`src/rtl/join3_sync_pkg.sv`:
```
// Shared types and default configuration for the join3_sync handshake join controller.
package join3_sync_pkg;

  typedef enum logic [1:0] {
    IDLE = 2'b00,
    REQ  = 2'b01,
    ACK  = 2'b10,
    RTZ  = 2'b11
  } join3_state_e;

  localparam int unsigned SYNC_STAGES_DEF    = 2;
  localparam int unsigned TIMEOUT_CYCLES_DEF = 1024;

endpackage

```
`src/rtl/sync_ff.sv`:
```
// N-stage single-bit synchronizer with asynchronous active-low clear.
module sync_ff #(
  parameter int unsigned N = 2
) (
  input  logic clk_i,
  input  logic rst_ni,
  input  logic d_i,
  output logic q_o
);

  // Fewer than two stages gives no metastability protection, so clamp.
  localparam int unsigned STAGES = (N < 2) ? 2 : N;

  logic [STAGES-1:0] sync_q;

  always_ff @(posedge clk_i or negedge rst_ni) begin
    if (!rst_ni) begin
      sync_q <= '0;
    end else begin
      sync_q <= {sync_q[STAGES-2:0], d_i};
    end
  end

  assign q_o = sync_q[STAGES-1];

endmodule

```
`src/rtl/join3_sync.sv`:
```
// 3-to-1 join controller for 4-phase bundled-data handshakes entering a clocked domain.
// Optional stall watchdog enabled by defining JOIN3_SYNC_TIMEOUT_EN.
module join3_sync
  import join3_sync_pkg::*;
#(
  parameter int unsigned SYNC_STAGES    = SYNC_STAGES_DEF,
  parameter int unsigned CNT_W          = 16,
  parameter int unsigned TIMEOUT_CYCLES = TIMEOUT_CYCLES_DEF
) (
  input  logic             clk_i,
  input  logic             rst_ni,
  input  logic             req_in1_i,
  input  logic             req_in2_i,
  input  logic             req_in3_i,
  input  logic             ack_out_i,
  output logic             req_out_o,
  output logic             ack_in1_o,
  output logic             ack_in2_o,
  output logic             ack_in3_o,
  output logic [CNT_W-1:0] hs_cnt_o,
  output logic             timeout_o
);

  logic r1, r2, r3, a;

  sync_ff #(.N(SYNC_STAGES)) u_sync_r1 (.clk_i(clk_i), .rst_ni(rst_ni), .d_i(req_in1_i), .q_o(r1));
  sync_ff #(.N(SYNC_STAGES)) u_sync_r2 (.clk_i(clk_i), .rst_ni(rst_ni), .d_i(req_in2_i), .q_o(r2));
  sync_ff #(.N(SYNC_STAGES)) u_sync_r3 (.clk_i(clk_i), .rst_ni(rst_ni), .d_i(req_in3_i), .q_o(r3));
  sync_ff #(.N(SYNC_STAGES)) u_sync_a  (.clk_i(clk_i), .rst_ni(rst_ni), .d_i(ack_out_i), .q_o(a));

  join3_state_e     state_q, state_d;
  logic             req_out_q, req_out_d;
  logic             ack_in_q, ack_in_d;
  logic [CNT_W-1:0] hs_cnt_q, hs_cnt_d;

  always_ff @(posedge clk_i or negedge rst_ni) begin
    if (!rst_ni) begin
      state_q   <= IDLE;
      req_out_q <= 1'b0;
      ack_in_q  <= 1'b0;
      hs_cnt_q  <= '0;
    end else begin
      state_q   <= state_d;
      req_out_q <= req_out_d;
      ack_in_q  <= ack_in_d;
      hs_cnt_q  <= hs_cnt_d;
    end
  end

  // Outputs are decoded from the next state so they switch on the transition edge.
  always_comb begin
    state_d  = state_q;
    hs_cnt_d = hs_cnt_q;
    case (state_q)
      IDLE: if (r1 && r2 && r3) state_d = REQ;
      REQ:  if (a) state_d = ACK;
      ACK:  if (!r1 && !r2 && !r3) state_d = RTZ;
      RTZ: begin
        if (!a) begin
          state_d  = IDLE;
          hs_cnt_d = hs_cnt_q + CNT_W'(1);
        end
      end
      default: state_d = IDLE;
    endcase
    req_out_d = (state_d == REQ) || (state_d == ACK);
    ack_in_d  = (state_d == ACK) || (state_d == RTZ);
  end

  assign req_out_o = req_out_q;
  assign ack_in1_o = ack_in_q;
  assign ack_in2_o = ack_in_q;
  assign ack_in3_o = ack_in_q;
  assign hs_cnt_o  = hs_cnt_q;

`ifdef JOIN3_SYNC_TIMEOUT_EN
  localparam int unsigned TMO_W = $clog2(TIMEOUT_CYCLES + 1);

  logic [TMO_W-1:0] tmo_cnt_q, tmo_cnt_d;
  logic             timeout_q, timeout_d;

  always_ff @(posedge clk_i or negedge rst_ni) begin
    if (!rst_ni) begin
      tmo_cnt_q <= '0;
      timeout_q <= 1'b0;
    end else begin
      tmo_cnt_q <= tmo_cnt_d;
      timeout_q <= timeout_d;
    end
  end

  // Counter saturates at the limit; the flag stays set until reset.
  always_comb begin
    tmo_cnt_d = tmo_cnt_q;
    if (state_d != state_q) begin
      tmo_cnt_d = '0;
    end else if ((state_q != IDLE) && (tmo_cnt_q != TMO_W'(TIMEOUT_CYCLES))) begin
      tmo_cnt_d = tmo_cnt_q + TMO_W'(1);
    end
    timeout_d = timeout_q || (tmo_cnt_d == TMO_W'(TIMEOUT_CYCLES));
  end

  assign timeout_o = timeout_q;
`else
  // The limit only matters in the watchdog build.
  logic unused_timeout_cfg;
  assign unused_timeout_cfg = ^TIMEOUT_CYCLES;
  assign timeout_o          = 1'b0;
`endif

endmodule

```
`config.mk`:
```
export PLATFORM = sky130hd
export DESIGN_NAME = join3_sync
export DESIGN_NICKNAME = d
export VERILOG_FILES = /design/src/rtl/join3_sync_pkg.sv /design/src/rtl/sync_ff.sv /design/src/rtl/join3_sync.sv
export SDC_FILE = /design/constraint.sdc
export NUM_CORES = 1
export LEC_CHECK = 0
export CORE_AREA = 3 3 50 52
export DETAILED_ROUTE_END_ITERATION = 6
export DIE_AREA = 0 0 53 55
export DONT_BUFFER_PORTS = 1
export GPL_TIMING_DRIVEN = 0
export HOLD_SLACK_MARGIN = 0.12
export PLACE_DENSITY = 0.63
export SYNTH_ARGS = -nofsm -noshare
export SYNTH_HDL_FRONTEND = slang
export SYNTH_SLANG_ARGS = --single-unit
```
`constraint.sdc`:
```
create_clock -name clk_i -period 1.6 [get_ports clk_i]
set_input_delay 0.32 -clock clk_i [delete_from_list [all_inputs] [get_ports clk_i]]
set_output_delay 0.32 -clock clk_i [all_outputs]
set_load 0.005 [all_outputs]
```
==> Yosys cells after proc, flatten, opt, wreduce, memory -nomap -nowiden <==
Cells that the tools add are included.
W data, S select, Z words.
{ "word_totals": {"output_inout_bits": 21, "register_bits": 28, "inputBits": 6, "word_cells": 32} }
{ "classes": {"reduce_logical": 11, "bitwise": 1, "muxes": 5, "n_addsub": 1, "eq_ne": 6} }
{ "ops": {"columns": ["op", "n"], "rows": [
  ["$add A16 B1 Y16 const B", 1],
  ["$eq A2 B2 Y1 const B", 4],
  ["$mux W2", 4],
  ["$pmux W2 S4", 1],
  ["$eq A2 B1 Y1 const B", 2],
  ["$logic_and A1 B1 Y1", 4],
  ["$logic_not A1 Y1", 3],
  ["$logic_not A2 Y1", 1],
  ["$logic_or A1 B1 Y1", 2],
  ["$reduce_and A2 Y1", 1],
  ["$not A1 Y1", 1]
]} }

==> Depth between registers and ports, before layout <==
{ "logic_depth": {"word_depth": 7, "depth_mapped": 5, "mapped_depth_nobuf": 5} }

==> Cells and area by module <==
Synthesis repeated with hierarchy kept, for this count alone.
{ "unflattened": {"hier_cells": 92, "area_unflattened_um2": 1114.8} }
{ "modules_own_cells": {"columns": ["mod", "cells_each", "seq_area_each_um2", "area_each_um2", "n_inst"], "rows": [
  ["join3_sync", 84, 475.5, 914.6, 1],
  ["sync_ff", 2, 50.0, 50.0, 4]
]} }

==> Least setup slack after synthesis <==
Ideal clock, no wire load.
{ "synth_path": {"kind": "flip-flop to flip-flop", "start": "register hs_cnt_q[0], in the netlist hs_cnt_o[0]", "end": "register hs_cnt_q[8], in the netlist hs_cnt_o[8]", "setup_ps": 123, "path_slack_ps": 274, "arrival_ps": 1203, "n_path_buf": 0, "stages_incl_launch_ff": 6, "synth_period_minus_slack_ps": 1326, "t_required_ps": 1477, "path_cell_list": "dfrtp_1 -> ha_1 -> nand4b_4 -> nor2_1 -> nand4_1 -> xnor2_1"} }
{ "synth_between": {"elab_chain_len": 1} }
{ "synth_lines": {"columns": ["item", "line_no", "source"], "rows": [
  ["from (decl)", "join3_sync.sv:34", "logic [CNT_W-1:0] hs_cnt_q, hs_cnt_d;"],
  ["from (signal assigned)", "join3_sync.sv:46", "hs_cnt_q <= hs_cnt_d;"],
  ["$add A16 B1 Y16", "join3_sync.sv:61", "hs_cnt_d = hs_cnt_q + CNT_W'(1);"]
]} }
Every way passes these cells.
A chain may end at the register's enable or synchronous reset.

==> summary.txt <==
Status
  – Status: finished, final reports clean

Synth
  – Synth unique cells: 23
  – Syn nets: 96
  – Sequential cell area fraction in the yosys report: 0.604
  – Ranking of synthesized cells by area: dfrtp_1, xnor2_1, nand3_1
  – Synth area leader: dfrtp_1
  – #FFs+latches synth: 27
  – Syn_area_per_cell: 12.6 µm²
  – Yosys warns: 0
  – Synth top area share: 0.604
  – Synth Instances: 89
  – Netlist Area Pre-Place: 1120 µm²

Setup path
  – Worst setup path class: flop to flop
  – Worst flop-to-flop path startpoint: ack_in1_o$_DFF_PN0_
  – CP delay by family, top: simple AND/OR/NAND/NOR gates
  – Worst reg2reg path depth: 5
  – Crit. End Element: flop
  – CP arrival: 1.66 ns
  – Flop2flop setup slack: 0.16 ns
  – Worst path bufs/invs: 1
  – CP max stage delay: 0.44 ns
  – Highest-delay cell along the critical path: dfrtp_1
  – Req. time, crit path: 1.81 ns
  – Worst path cell trace: buf_6, nand3b_4, nor3_4, nand4_1, xnor2_1
  – FF-to-FF End: hs_cnt_o[15]$_DFFE_PN0P_
  – Startpoint type of the worst setup path: flop
  – Largest fanout on the critical path: 9

Timing
  – Setup TNS: 0 ns
  – Setup-failing EPs final: 0
  – Tcrit/Tclk final: 0.903
  – Fin crit period: 1.44 ns
  – Unrepaired setup endpoints after global routing: no
  – Final worst slack: 0.156 ns
  – WHS: 0.364 ns
  – Clock skew: 0.00497 ns
  – Max Slew Vio Count: 0
  – Final hold vios: 0
  – Max Freq: 692 MHz

CTS
  – CTS HTree Levels: 1
  – CTS Buf Count: 3
  – Root Buffer: clkbuf_4
  – Clock-pin slew on the worst setup and hold paths: 0.14 ns
  – Clock Path Buffers: 2
  – Clk sinks: 27
  – Clk Latency, worst-skew pair: 0.31 ns
  – CTS tree: built

Drt
  – DRT Pass-1 Iters: 4
  – ANT nets after route: 0
  – DR vias: 655
  – 1st-iter DRT viols: 7
  – Post-Route WL: 1780 µm
  – DR vias/cell: 5.16
  – DRC violations left: 0
  – Wire per inst: 14.0 µm

Run
  – Max cap viols: 0

Floorplan
  – Die X: 53 µm
  – I/O pin total: 27
  – # rows: 17
  – Core footprint: 2150 µm²
  – Die H: 55 µm
  – Initial Utilization: 0.521
  – Die ar.: 2920 µm²

GRT
  – Largest net degree at the start of global routing: 28
  – Antenna violations before repair: 0
  – First-pass GRT wire length: 2900 µm
  – Global Route Usage Sum: 0.138
  – Vias in the first global route: 664
  – Overflow after GRT: 0

Final layout
  – Layout cells sized above 1: 0.152
  – Sequential standard cell area: 676 µm²
  – Post-Layout Inst Area: 1260 µm²
  – Area Growth Syn to Fin: 12.5%
  – Most frequent cells in the layout: dfrtp_1, xnor2_1, nand2_1, nor2_1, nand3_1
  – Area occupied by multi-input gates: 398 µm²
  – Filler instances: 181
  – # diodes: 0
  – Post-layout nets: 107
  – Commonest non-fill, non-tap cell in the layout: dfrtp_1

Power
  – Max IR drop VDD: 0.765 mV
  – Leak: 0.000602 µW
  – Pwr Total: 1560 µW
  – Int Pwr: 1070 µW
  – Power per cell area: 1240 nW/µm²
  – Switching power: 497 µW
  – Flop pwr share: 0.571
  – Combinational power share: 0.250
  – Switching Share: 0.318
  – Clk pwr share: 0.179

Min path
  – Hold endpoint: u_sync_r2.sync_q[1]$_DFF_PN0_
  – Worst Hold Path Cells: 0
  – Hold path start: u_sync_r2.sync_q[0]$_DFF_PN0_
  – Class of the worst hold path: flop to flop

Placed design
  – GPL Wtd Cong: 0.721
  – Placed Area: 1150 µm²
  – Hpwl dp: 1210 µm
  – IO Port Bufs: 0
  – Dpl ws: 0.0602 ns
power groups by stage:
| stage | Combinational [µW] | Sequential, µW | Clock (µW) |
|---|---|---|---|
| after floorplan | 324 | 879 | 0 |
| after global placement | 354 | 898 | 0 |
| after detailed placement | 368 | 911 | 0 |
| after CTS | 397 | 896 | 301 |
| after global routing | 437 | 911 | 325 |
| final | 392 | 893 | 280 |
cell families after synthesis:
family / share of synthesized area
simple gates: 0.175
flops: 0.604
xor+xnor: 0.117
buf+inv: 0.0470
compound gates: 0.0324
fa+ha+maj: 0.0112
other cells: 0.00335
mux: 0.0101
flip-flops by register name, summed over array words and instances, names as in the netlist:
register	flops
req_out_o	1
u_sync_r2.sync_q	2
u_sync_r3.sync_q	2
hs_cnt_o	16
u_sync_r1.sync_q	2
state_q	1
u_sync_a.sync_q	2
ack_in1_o	1
timing repair:
item	in CTS	in global routing
gates resized for setup	0	2
hold endpoints to repair	31	0
hold buffers	6	0
setup buffers	0	0
setup endpoints to repair	0	6
synthesized netlist by cell type:
library cell / instances
nand3b_4: 1
dfrtp_1: 27
a21oi_1: 1
buf_4: 3
xnor2_1: 12
a31oi_1: 1
nand3_1: 6
conb_1: 1
and3_1: 2
nand4b_4: 1
ha_1: 1
mux2_2: 1
a211oi_1: 2
and4_1: 1
o21ai_0: 2
xor2_1: 3
nor3_4: 1
nand4_1: 3
inv_1: 2
nor2_1: 8
buf_6: 2
nand4b_1: 1
nand2_1: 7
worst reg2reg max path, stage by stage, from the launching register on:
cell      delay, ns
dfrtp_1        0.44
buf_6          0.17
nand3b_4       0.12
nor3_4         0.30
nand4_1        0.16
xnor2_1        0.15
final cells by class:
| class | count | share of cell area |
|---|---|---|
| well taps | 28 | 0.0278 |
| flip-flops and latches | 27 | 0.537 |
| clock inverters | 1 | 0.00398 |
| clock buffers | 3 | 0.0179 |
| inverters | 2 | 0.00596 |
| multi-input cells | 55 | 0.316 |
| repair buffers | 6 | 0.0557 |
| plain buffers | 5 | 0.0358 |
per-layer routing:
layer | up-vias | GRT usage | routed length (µm)
li1 | 315 | - | -
met1 | 317 | 0.174 | 778
met2 | 21 | 0.219 | 875
met3 | 2 | 0.0429 | 111
met4 | 0 | 0.0638 | 18
met5 | - | 0 | 0
worst max-delay path by stage:
stage | from | endpoint | slack [ns] | cells after the start
2_1_floorplan | hs_cnt_o[0]$_DFFE_PN0P_ | hs_cnt_o[8]$_DFFE_PN0P_ | 0.27 | 5
3_3_place_gp | hs_cnt_o[0]$_DFFE_PN0P_ | hs_cnt_o[8]$_DFFE_PN0P_ | 0.08 | 5
3_5_place_dp | hs_cnt_o[0]$_DFFE_PN0P_ | hs_cnt_o[8]$_DFFE_PN0P_ | 0.06 | 5
4_1_cts | hs_cnt_o[0]$_DFFE_PN0P_ | hs_cnt_o[8]$_DFFE_PN0P_ | 0.03 | 5
5_1_grt | ack_in1_o$_DFF_PN0_ | hs_cnt_o[15]$_DFFE_PN0P_ | 0.02 | 5
6_report | ack_in1_o$_DFF_PN0_ | hs_cnt_o[15]$_DFFE_PN0P_ | 0.16 | 5
through the flow:
step           utilization  std cells
6_report             0.586        127
5_1_grt              0.586        127
3_3_place_gp         0.537        117
4_1_cts              0.582        127
2_1_floorplan            -         89
3_5_place_dp         0.537        117
No activity file was read; power rests on OpenSTA's default activity.
